### config.mk
export PLATFORM = sky130hd
export DESIGN_NAME = l2pa_dispatcher
export DESIGN_NICKNAME = d
export VERILOG_FILES = /design/src/rtl/l2pa_dispatcher_pkg.sv /design/src/rtl/l2pa_dispatch_sel.sv /design/src/rtl/l2pa_dispatcher.sv
export SDC_FILE = /design/constraint.sdc
export NUM_CORES = 1
export LEC_CHECK = 0
export ABC_CLOCK_PERIOD_IN_PS = 1200
export BUFFER_PORTS_ARGS = -buffer_cell sky130_fd_sc_hd__buf_2
export CAP_MARGIN = 20
export CORE_ASPECT_RATIO = 1.4
export CORE_MARGIN = 2
export CORE_UTILIZATION = 39
export CTS_CLUSTER_SIZE = 40
export DETAILED_ROUTE_END_ITERATION = 8
export GPL_ROUTABILITY_DRIVEN = 0
export HOLD_SLACK_MARGIN = 0.12
export PLACE_DENSITY = 0.66
export SETUP_SLACK_MARGIN = 0.5
export SLEW_MARGIN = 25
export SYNTH_ARGS = -nofsm -noshare
export SYNTH_HDL_FRONTEND = slang
export SYNTH_SLANG_ARGS = --single-unit
### constraint.sdc
create_clock -name sys_clk -period 1.2 [get_ports sys_clk]
set_input_delay 0.18 -clock sys_clk [delete_from_list [all_inputs] [get_ports sys_clk]]
set_output_delay 0.18 -clock sys_clk [all_outputs]
set_load 0.01 [all_outputs]
### src/rtl/l2pa_dispatcher_pkg.sv
// ============================================================================
// Module      : l2pa_dispatcher_pkg
// Description : Shared memShare configuration for the L2PA dispatcher.
//               Holds the default geometry, the instance-id width derivation
//               and the FSM state encoding.
// Revision    : 1.0 - initial release
// ============================================================================
`default_nettype none

package l2pa_dispatcher_pkg;

    localparam int DEF_SHIFT_LENGTH           = 5;
    localparam int DEF_QUAN_SIZE              = 3;
    localparam int DEF_MAX_MEMSHARE_INSTANCES = 3;

    // The instance id needs at least one bit, even for a single instance.
    function automatic int inst_id_width(input int n);
        int w;
        w = $clog2(n);
        return (w < 1) ? 1 : w;
    endfunction

    typedef enum logic {
        IDLE     = 1'b0,
        DISPATCH = 1'b1
    } state_e;

endpackage

`default_nettype wire

### src/rtl/l2pa_dispatch_sel.sv
// ============================================================================
// Module      : l2pa_dispatch_sel
// Description : Combinational lowest-set-bit priority encoder over the
//               pending-instance vector. Returns the index, a one-hot grant
//               and a flag that only one instance is left.
// Revision    : 1.0 - initial release
// ============================================================================
`default_nettype none

module l2pa_dispatch_sel #(
    parameter int N = 3,
    parameter int W = 2
) (
    input  logic [N-1:0] pending_i,
    output logic [W-1:0] sel_o,
    output logic [N-1:0] grant_o,
    output logic         is_last_o
);

    // Scan from the top down so the lowest set bit is the one that sticks.
    always_comb begin
        sel_o   = '0;
        grant_o = '0;
        for (int k = N - 1; k >= 0; k--) begin
            if (pending_i[k]) begin
                sel_o      = W'(k);
                grant_o    = '0;
                grant_o[k] = 1'b1;
            end
        end
    end

    // Exactly one bit set: nonzero and clearing the lowest bit leaves zero.
    always_comb begin
        is_last_o = (pending_i != '0) && ((pending_i & (pending_i - N'(1))) == '0);
    end

endmodule

`default_nettype wire

### src/rtl/l2pa_dispatcher.sv
// ============================================================================
// Module      : l2pa_dispatcher
// Description : Level-2 page-alignment dispatcher. Accepts one aligned page
//               plus per-instance lane masks and emits it as a sequence of
//               memShare allocation beats, one per non-empty instance, with
//               lanes outside the instance mask forced to zero.
// Options     : L2PA_DISPATCH_ZERO_FILTER_EN - AND each mask with the per-lane
//               nonzero detect of the incoming page at accept time.
// Revision    : 1.0 - initial release
// ============================================================================
`default_nettype none

module l2pa_dispatcher
    import l2pa_dispatcher_pkg::*;
#(
    parameter  int SHIFT_LENGTH           = DEF_SHIFT_LENGTH,
    parameter  int QUAN_SIZE              = DEF_QUAN_SIZE,
    parameter  int MAX_MEMSHARE_INSTANCES = DEF_MAX_MEMSHARE_INSTANCES,
    localparam int INST_ID_W              = inst_id_width(MAX_MEMSHARE_INSTANCES)
) (
    input  logic                                     sys_clk,
    input  logic                                     rst,
    input  logic                                     flush_i,
    input  logic                                     in_valid_i,
    output logic                                     in_ready_o,
    input  logic [QUAN_SIZE*SHIFT_LENGTH-1:0]        page_i,
    input  logic [MAX_MEMSHARE_INSTANCES*SHIFT_LENGTH-1:0] inst_mask_i,
    output logic                                     out_valid_o,
    input  logic                                     out_ready_i,
    output logic [QUAN_SIZE*SHIFT_LENGTH-1:0]        out_page_o,
    output logic [SHIFT_LENGTH-1:0]                  out_lane_en_o,
    output logic [INST_ID_W-1:0]                     out_inst_id_o,
    output logic                                     out_last_o,
    output logic                                     empty_drop_o
);

    localparam int PW = QUAN_SIZE * SHIFT_LENGTH;
    localparam int MW = MAX_MEMSHARE_INSTANCES * SHIFT_LENGTH;

    state_e                              state_q, state_d;
    logic [PW-1:0]                       page_q, page_d;
    logic [MW-1:0]                       mask_q, mask_d;
    logic [MAX_MEMSHARE_INSTANCES-1:0]   pending_q, pending_d;
    logic                                empty_drop_q, empty_drop_d;
    logic                                ready_en_q;

    logic [MW-1:0]                       mask_in;
    logic [MAX_MEMSHARE_INSTANCES-1:0]   pending_in;
    logic [INST_ID_W-1:0]                sel;
    logic [MAX_MEMSHARE_INSTANCES-1:0]   grant;
    logic                                is_last;
    logic [SHIFT_LENGTH-1:0]             lane_en;
    logic                                accept;

`ifdef L2PA_DISPATCH_ZERO_FILTER_EN
    logic [SHIFT_LENGTH-1:0]             lane_nz;

    // A lane is nonzero if any of its bit slices is set.
    always_comb begin
        lane_nz = '0;
        for (int l = 0; l < SHIFT_LENGTH; l++) begin
            for (int b = 0; b < QUAN_SIZE; b++) begin
                lane_nz[l] = lane_nz[l] | page_i[b*SHIFT_LENGTH + l];
            end
        end
    end

    // Drop lanes carrying zero messages from every instance mask.
    always_comb begin
        mask_in = '0;
        for (int k = 0; k < MAX_MEMSHARE_INSTANCES; k++) begin
            mask_in[k*SHIFT_LENGTH +: SHIFT_LENGTH] =
                inst_mask_i[k*SHIFT_LENGTH +: SHIFT_LENGTH] & lane_nz;
        end
    end
`else
    // Masks are taken verbatim; zero lanes are still emitted.
    always_comb begin
        mask_in = inst_mask_i;
    end
`endif

    // An instance is pending when its (possibly filtered) mask is non-empty.
    always_comb begin
        pending_in = '0;
        for (int k = 0; k < MAX_MEMSHARE_INSTANCES; k++) begin
            pending_in[k] = |mask_in[k*SHIFT_LENGTH +: SHIFT_LENGTH];
        end
    end

    l2pa_dispatch_sel #(
        .N (MAX_MEMSHARE_INSTANCES),
        .W (INST_ID_W)
    ) u_sel (
        .pending_i (pending_q),
        .sel_o     (sel),
        .grant_o   (grant),
        .is_last_o (is_last)
    );

    // Select the lane mask of the granted instance (zero when nothing pends).
    always_comb begin
        lane_en = '0;
        for (int k = 0; k < MAX_MEMSHARE_INSTANCES; k++) begin
            if (grant[k]) begin
                lane_en = mask_q[k*SHIFT_LENGTH +: SHIFT_LENGTH];
            end
        end
    end

    // Beat outputs come straight from registered state, so they are stable
    // for as long as the port stalls.
    always_comb begin
        out_valid_o   = (state_q == DISPATCH);
        out_lane_en_o = lane_en;
        out_inst_id_o = sel;
        out_last_o    = (state_q == DISPATCH) && is_last;
        empty_drop_o  = empty_drop_q;
        in_ready_o    = (state_q == IDLE) && ready_en_q;
        out_page_o    = '0;
        for (int b = 0; b < QUAN_SIZE; b++) begin
            for (int l = 0; l < SHIFT_LENGTH; l++) begin
                out_page_o[b*SHIFT_LENGTH + l] = page_q[b*SHIFT_LENGTH + l] & lane_en[l];
            end
        end
    end

    assign accept = in_valid_i && in_ready_o;

    // Next-state logic; flush overrides both accept and output handshake.
    always_comb begin
        state_d      = state_q;
        page_d       = page_q;
        mask_d       = mask_q;
        pending_d    = pending_q;
        empty_drop_d = 1'b0;
        if (flush_i) begin
            state_d   = IDLE;
            pending_d = '0;
        end else begin
            case (state_q)
                IDLE: begin
                    if (accept) begin
                        page_d    = page_i;
                        mask_d    = mask_in;
                        pending_d = pending_in;
                        if (pending_in != '0) begin
                            state_d = DISPATCH;
                        end else begin
                            empty_drop_d = 1'b1;
                        end
                    end
                end
                DISPATCH: begin
                    if (out_ready_i) begin
                        pending_d = pending_q & ~grant;
                        if (is_last) begin
                            state_d = IDLE;
                        end
                    end
                end
                default: begin
                    state_d   = IDLE;
                    pending_d = '0;
                end
            endcase
        end
    end

    // State and storage registers with asynchronous reset.
    always_ff @(posedge sys_clk or posedge rst) begin
        if (rst) begin
            state_q      <= IDLE;
            page_q       <= '0;
            mask_q       <= '0;
            pending_q    <= '0;
            empty_drop_q <= 1'b0;
            ready_en_q   <= 1'b0;
        end else begin
            state_q      <= state_d;
            page_q       <= page_d;
            mask_q       <= mask_d;
            pending_q    <= pending_d;
            empty_drop_q <= empty_drop_d;
            ready_en_q   <= 1'b1;
        end
    end

endmodule

`default_nettype wire
# Word-level counts from Yosys, hierarchy flattened

Index checks and enable logic that the tools add are counted.

Register bits after elaboration: 36
Input port bits: 35
Output and inout bits: 26

Add/subtract/negate cells: 1
Eq/ne operators: 2
Muxes and demuxes: 23
Bitwise logic cells: 20
Reduce and logical (&&, ||, !) cells: 12

Operators with widths:

| operator                                         | count |
|---|---|
| two-way mux 3 bit                                | 6 |
| bitwise AND 1 bit                                | 15 |
| two-way mux 5 bit                                | 3 |
| OR reduction 5 bit                               | 3 |
| two-way mux 1 bit                                | 9 |
| bitwise AND 3 bit                                | 2 |
| two-way mux 2 bit                                | 3 |
| != test 3 bit, second input constant             | 2 |
| one-hot mux 3 bit (2 select lines)               | 1 |
| nonzero test 3 bit                               | 2 |
| logical AND 1 bit                                | 4 |
| logical NOT 3 bit                                | 1 |
| inverter 3 bit                                   | 1 |
| AND reduction 3 bit                              | 1 |
| subtractor 3 x 1 -> 3 bit, second input constant | 1 |
| inverter 1 bit                                   | 2 |
| one-hot mux 1 bit (2 select lines)               | 1 |
| AND reduction 2 bit                              | 1 |

# Logic depth before layout (Yosys ltp)

Gate-level depths: netlist of the first run.

Depth in word-level cells: 8
Depth in mapped cells: 6
Gate-level depth less buffers: 4

# Modules after synthesis

Synthesis of the first run repeated with hierarchy kept, for this count alone.

Cell total of the unflattened synthesis: 143
Area, all modules: 1875.5 um^2

Modules (own cells, without submodules):

| module            | instances | cells an instance | area an instance (um^2) | seq. area each (um^2) |
|---|---|---|---|---|
| l2pa_dispatcher   | 1         | 135               | 1815.5                  | 900.9 |
| l2pa_dispatch_sel | 1         | 8                 | 60.1                    | 0.0 |

# Least setup slack after synthesis of the first run

No wires, ideal clock.

Path type: register -> output
Start: register pending_q[1]
End: output out_page_o[0]
Data arrival time: 1263 ps
Required time: 1020 ps
Path slack: -243 ps
Cell stages (with the launch flop): 5
Cells stage by stage: dfrtp_1 > and3b_1 > a21oi_1 > o21ai_0 > and2_1

Cells in the longest elaborated chain, start to end: 6

RTL lines:

| what                                | RTL line                | source |
|---|---|---|
| start: declaration                  | l2pa_dispatcher.sv:43   | `logic [MAX_MEMSHARE_INSTANCES-1:0] pending_q, pending_d;` |
| start signal: assignment            | l2pa_dispatcher.sv:183  | `pending_q <= pending_d;` |
| two-way mux 3 bit (*) (2 in series) | l2pa_dispatch_sel.sv:25 | `if (pending_i[k]) begin` |
| two-way mux 5 bit (2 in series)     | l2pa_dispatcher.sv:105  | `if (grant[k]) begin` |
| two-way mux 5 bit (*)               | l2pa_dispatcher.sv:105  |  |
| via out_lane_en_o[0]                | l2pa_dispatcher.sv:31   | `output logic [SHIFT_LENGTH-1:0] out_lane_en_o,` |
| bitwise AND 1 bit (*)               | l2pa_dispatcher.sv:123  | `out_page_o[b*SHIFT_LENGTH + l] = page_q[b*SHIFT_LENGTH + l] & lane_en[l];` |
| end: declaration                    | l2pa_dispatcher.sv:30   | `output logic [QUAN_SIZE*SHIFT_LENGTH-1:0] out_page_o,` |

The timed path passes the listed nets; every way through them passes the cells marked *.

# Worst setup path after layout of the first run

Start: register pending_q[1]
End: output out_last_o

Cells in the longest elaborated chain, start to end: 5

RTL lines:

| what                      | RTL line                | source |
|---|---|---|
| subtractor 3 x 1 -> 3 bit | l2pa_dispatch_sel.sv:35 | `is_last_o = (pending_i != '0) && ((pending_i & (pending_i - N'(1))) == '0);` |
| bitwise AND 3 bit         | l2pa_dispatch_sel.sv:35 |  |
| logical NOT 3 bit         | l2pa_dispatch_sel.sv:35 |  |
| logical AND 1 bit (*)     | l2pa_dispatch_sel.sv:35 |  |
| logical AND 1 bit (*)     | l2pa_dispatcher.sv:117  | `out_last_o = (state_q == DISPATCH) && is_last;` |
| end: declaration          | l2pa_dispatcher.sv:33   | `output logic out_last_o,` |

Mark *: on every way between the ends. The rest lies on a longest branch, timed or not.

==> results of run 1 <==
==> worst reg2reg max path: stages (launching register included) <==
cell,delay (ns)
dfrtp_1,0.41
buf_6,0.14
nor3_4,0.14
buf_6,0.15
buf_12,0.10
buf_16,0.12
mux2_4,0.30
==> final timing paths <==
kind	startpoint	endpoint	slack, ns
worst max register to register	out_valid_o$_DFF_PP0_	page_q[2]$_DFFE_PP0P_	-0.28
worst min register to register	mask_q[11]$_DFFE_PP0P_	mask_q[11]$_DFFE_PP0P_	0.49
min in group sys_clk	inst_mask_i[12]	mask_q[12]$_DFFE_PP0P_	0.11
max in group asynchronous	rst	pending_q[1]$_DFFE_PP0P_	0.91
worst min-delay path	rst	page_q[14]$_DFFE_PP0P_	-0.14
worst max-delay path	pending_q[1]$_DFFE_PP0P_	out_last_o	-0.53
==> power by group <==
part           total, mW  switching (mW)  internal (mW)
sequential          1.59           0.154           1.44
combinational       1.18           0.477          0.708
clock              0.864           0.407          0.457
total               3.64            1.04           2.60
==> kinds of logic after synthesis <==
logic type,share of synthesized area
and+or+nand+nor,0.266
AOI/OAI and AO/OA,0.0774
buffers and inverters,0.0372
xor gates and xnor gates,0.00502
muxes,0.0967
other,0.00215
DFF,0.516
==> cell type report <==
type / instances / area (um^2)
Clock inverter: 2 / 10.0
Tap cell: 60 / 75.1
Fill cell: 334 / 1200
Multi-Input combinational cell: 128 / 1040
Timing Repair Buffer: 108 / 958
Sequential cell: 36 / 905
Inverter: 1 / 7.51
Clock buffer: 6 / 82.6
==> synth_stat cells <==
library cell	n
nand2_1	53
dfrtp_1	36
and2_1	16
mux2_2	15
buf_2	7
a21oi_1	6
and3b_1	6
o21ai_0	6
buf_4	3
nor2_4	3
o21a_1	3
o21ai_1	3
or4_4	3
a31oi_1	2
nor2b_1	2
clkbuf_1	1
conb_1	1
inv_1	1
nand3_1	1
nor2_1	1
nor3_2	1
nor3b_1	1
o211ai_1	1
o31a_1	1
o41ai_1	1
or3_1	1
xor2_1	1
==> stage by stage <==
stage	cells	hold slack, ns	worst slack [ns]
2_1_floorplan	176	0.133	-0.0874
3_3_place_gp	311	0.171	-0.193
3_5_place_dp	311	0.173	-0.211
4_1_cts	336	-0.136	-0.500
5_1_grt	341	-0.117	-0.551
6_report	341	-0.138	-0.532
==> flip-flops by register name (all words and copies together) (netlist names) <==
signal,flops
empty_drop_o,1
page_q,15
out_valid_o,1
mask_q,15
pending_q,3
ready_en_q,1
==> routing by layer <==
metal / part of all wire / vias up / wire (um)
met5: 0 / - / 0
met4: 0.011 / 0 / 56
met3: 0.039 / 6 / 194
met2: 0.55 / 53 / 2730
met1: 0.40 / 789 / 2020
li1: - / 790 / -
==> timing repair <==
action | in CTS | in global routing
endpoints found under the hold margin | 17 | 15
gates resized for setup | 51 | 34
buffers inserted | 12 | 4
pin swaps | 18 | 20
setup endpoints to repair | 61 | 61
cloned | 5 | 1
==> metrics.txt, run 1 <==
wire length per cell=14.7 um; Leak=1.55 nW; first drt pass iteration count=4; # IOs=61; largest net degree at the start of global routing=23; row cnt=28; Seq/Total Area, Yosys=0.516; initial antenna violation count=0; Post-Syn Area=1750 um^2; maximum clock rate=0.577 GHz; Critical Path Max Stage Delay=0.45 ns; Crit path max-delay family=flip-flops; Post-Syn Nets=211; Mapped Cells=176; status=complete, but fails checks; DPL Wire Length=3.01 mm; worst-path maximum fanout=9; first-pass GRT wire length=7.37 mm; failing checks=negative hold slack, negative setup slack; Reg2Reg Depth=6; Yosys reg bits=36; max_cap viols=0; Worst Skew=0.00451 ns; Final WS setup=-0.532 ns; Buf/Inv on CP=2; met3 Use GR=0.0421; Vert. Die Dim=83.2 um; DR vias/cell=4.80; Synth Area per Inst=9.92 um^2; RSZ-0062 raised after global routing=yes; min-delay worst type=in -> async; Core ar.=4270 um^2; DIE AREA=5040 um^2; DR iter-0 viols=33; via count=1638; CP endpoint kind=primary output; area of placed instances=2390 um^2; commonest non-fill, non-tap cell in the layout=buf_2; Post-Route WL=5.00 mm; maximum clock path buffer count=2; critical path launch point type=flip-flop; WP depth=5; fin crit share=1.44; Die X-Extent=60.6 um; layout cell share with drive strength beyond 1=0.701; P per Cell Area=1180 nW/um^2; Initial Utilization=0.409; Total GRT Usage=0.193; YS warnings=0; crit-path cells=buf_4 -> xor2_1 -> o21a_1 -> and2_4 -> buf_2; final non-filler cell area=3080 um^2; Max stage delay cell, worst path=dfrtp_2; CTS Buf Count=5; H-tree depth=2; area share of the largest cell type after synthesis=0.516; clock sink count=36; Worst EP arrival=1.55 ns; Buffers on Ports=60; met2 Use GR=0.336; area added between synthesis and finish=76.1%; CTS tree=built; share of the core filled with cells=0.720; overall power=3.64 mW; Final Net Count=315; final setup vio count=60; clock insertion delay at the later pin of the skew report=0.29 ns; Setup TNS=-16.18 ns; DRC=0; critical path data required time=1.02 ns; vias in the first global route=1602; Routed Antenna Nets=0; met1 usage=0.233; Fin. Hold Viols=14; n_diodes=0; library cells used by synthesis=27; most frequent cells in the layout=buf_2 (45), dfrtp_1 (33), nand2_1 (31), buf_6 (28), buf_4 (24); clk root buf=clkbuf_8; Worst VDD drop=889 uV; overflow left after global routing=0; Final Hold Slack=-0.138 ns; Max Slew Vio Count=0; Crit Path Class=reg -> out; clock-pin slew on the worst setup and hold paths=0.07 ns; Final min period=1.73 ns; Synth area leaders=dfrtp_1 (52%), nand2_1 (11%), mux2_2 (9.7%), and2_1 (5.7%), and3b_1 (3.0%); gr busiest metal=met2; Synth area leader=dfrtp_1
Note: power is estimated with default switching activity, not from simulation.
==> inputs of run 2 (changes only) <==
--- a/config.mk
+++ b/config.mk
@@ -15,7 +15,7 @@
 export DETAILED_ROUTE_END_ITERATION = 8
 export GPL_ROUTABILITY_DRIVEN = 0
 export HOLD_SLACK_MARGIN = 0.12
-export PLACE_DENSITY = 0.66
+export PLACE_DENSITY = 0.67
 export SETUP_SLACK_MARGIN = 0.5
 export SLEW_MARGIN = 25
 export SYNTH_ARGS = -nofsm -noshare
==> run 2 against run 1 <==
Compared with the run above: the flow still finishes with violations (negative hold slack, negative setup slack); sequential share of layout area increased by 0.47 points; power increased by 1.5%; sequential cell count stayed put; setup slack gained 0.011 ns; critical path type unchanged; combinational power increased by 4%; largest power group unchanged; critical endpoint is now out_page_o[11]; via count down 1.7%; clock-buffer cell count up 2; clock power up 0.7%; sequential power about the same.
==> metrics.txt, run 2 (synthesis gave the netlist of run 1 again) <==
RSZ-0062 raised after global routing=yes; Worst Skew=0.00345 ns; critical path data required time=1.02 ns; largest net degree at the start of global routing=23; overflow left after global routing=0; final setup vio count=60; Crit Path Class=reg -> out; Total GRT Usage=0.205; Buffers on Ports=60; # IOs=61; most frequent cells in the layout=buf_2 (41), nand2_1 (35), buf_6 (35), dfrtp_1 (33), buf_4 (31); area added between synthesis and finish=73.4%; CP endpoint kind=primary output; H-tree depth=2; Core ar.=4270 um^2; Final WS setup=-0.521 ns; fin crit share=1.43; CTS tree=built; maximum clock path buffer count=2; maximum clock rate=0.581 GHz; first-pass GRT wire length=7.69 mm; Fin. Hold Viols=14; Die X-Extent=60.6 um; Finished Layout Cells=344; layout cell share with drive strength beyond 1=0.690; DRC=0; Worst EP arrival=1.54 ns; Final Hold Slack=-0.145 ns; n_diodes=0; Post-Route WL=5.00 mm; via count=1610; Worst VDD drop=1070 uV; clock-pin slew on the worst setup and hold paths=0.07 ns; clock sink count=36; max_cap viols=0; CTS Buf Count=5; P per Cell Area=1220 nW/um^2; Setup TNS=-16.34 ns; Initial Utilization=0.409; placed cells=315; row cnt=28; worst-path maximum fanout=8; Final Net Count=318; Leak=1.53 nW; biggest regs=mask_q: 15 flops, page_q: 15 flops, pending_q: 3 flops; pre-CTS setup slack=-0.195 ns; clock insertion delay at the later pin of the skew report=0.29 ns; first drt pass iteration count=4; DR iter-0 viols=29; clk root buf=clkbuf_8; Routed Antenna Nets=0; Vert. Die Dim=83.2 um; vias in the first global route=1681; DIE AREA=5040 um^2; commonest non-fill, non-tap cell in the layout=buf_2; Final min period=1.72 ns; Max Slew Vio Count=0; failing checks=negative hold slack, negative setup slack; overall power=3.70 mW; wire length per cell=14.5 um; DR vias/cell=4.68; min-delay worst type=in -> async; status=complete, but fails checks; critical path launch point type=flip-flop; DPL Wire Length=2.97 mm; initial antenna violation count=0
## run 2: path summary, 6_finish.rpt
check,cells after the start,to,from,slack [ns]
min reg2reg,2,mask_q[1]$_DFFE_PP0P_,mask_q[1]$_DFFE_PP0P_,0.49
max reg2reg,7,out_valid_o$_DFF_PP0_,pending_q[2]$_DFFE_PP0P_,-0.35
min in group sys_clk,3,mask_q[14]$_DFFE_PP0P_,inst_mask_i[14],0.10
min,2,page_q[14]$_DFFE_PP0P_,rst,-0.14
max in group asynchronous,3,out_valid_o$_DFF_PP0_,rst,0.93
max,5,out_page_o[11],pending_q[1]$_DFFE_PP0P_,-0.52
## run 2: where the power goes
group	total [mW]	internal [mW]	switching [mW]	leakage, nW
Sequential	1.60	1.44	0.159	0.438
Clock	0.870	0.467	0.403	0.0455
Combinational	1.23	0.742	0.488	1.05
## run 2: layout make-up
class                      instances  area [um^2]
clock buffer                       8         90.1
fill                             331         1250
inverter                           1         7.51
multi-input combinational        128         1050
sequential                        36          905
tap                               60         75.1
timing repair buffer             111          897
## run 2: worst max-delay path, cell delays in order (launching register included)
cell     delay (ns)
dfrtp_2        0.45
and3b_1        0.27
a21oi_2        0.05
o21ai_2        0.20
and2_4         0.18
buf_6          0.09
## run 2: repair_timing
| action | in CTS | in global routing |
|---|---|---|
| setup endpoints to repair | 61 | 61 |
| pin swaps | 23 | 21 |
| gates cloned | 3 | 0 |
| buffers inserted | 13 | 5 |
| gates resized for setup | 72 | 20 |
| hold endpoints to repair | 18 | 22 |
## run 2: routing by layer
layer,global-route usage,vias to the layer above,part of all wire
met2,0.342,44,0.53
li1,-,797,-
met1,0.237,761,0.40
met4,0.0830,0,0.023
met5,0,-,0
met3,0.0592,8,0.043
## run 2: through the flow
| stage | area, um^2 | util |
|---|---|---|
| 2_1_floorplan | 1890 | - |
| 3_3_place_gp | 2400 | 0.562 |
| 3_5_place_dp | 2400 | 0.562 |
| 4_1_cts | 2890 | 0.677 |
| 5_1_grt | 3030 | 0.708 |
| 6_report | 3030 | 0.708 |
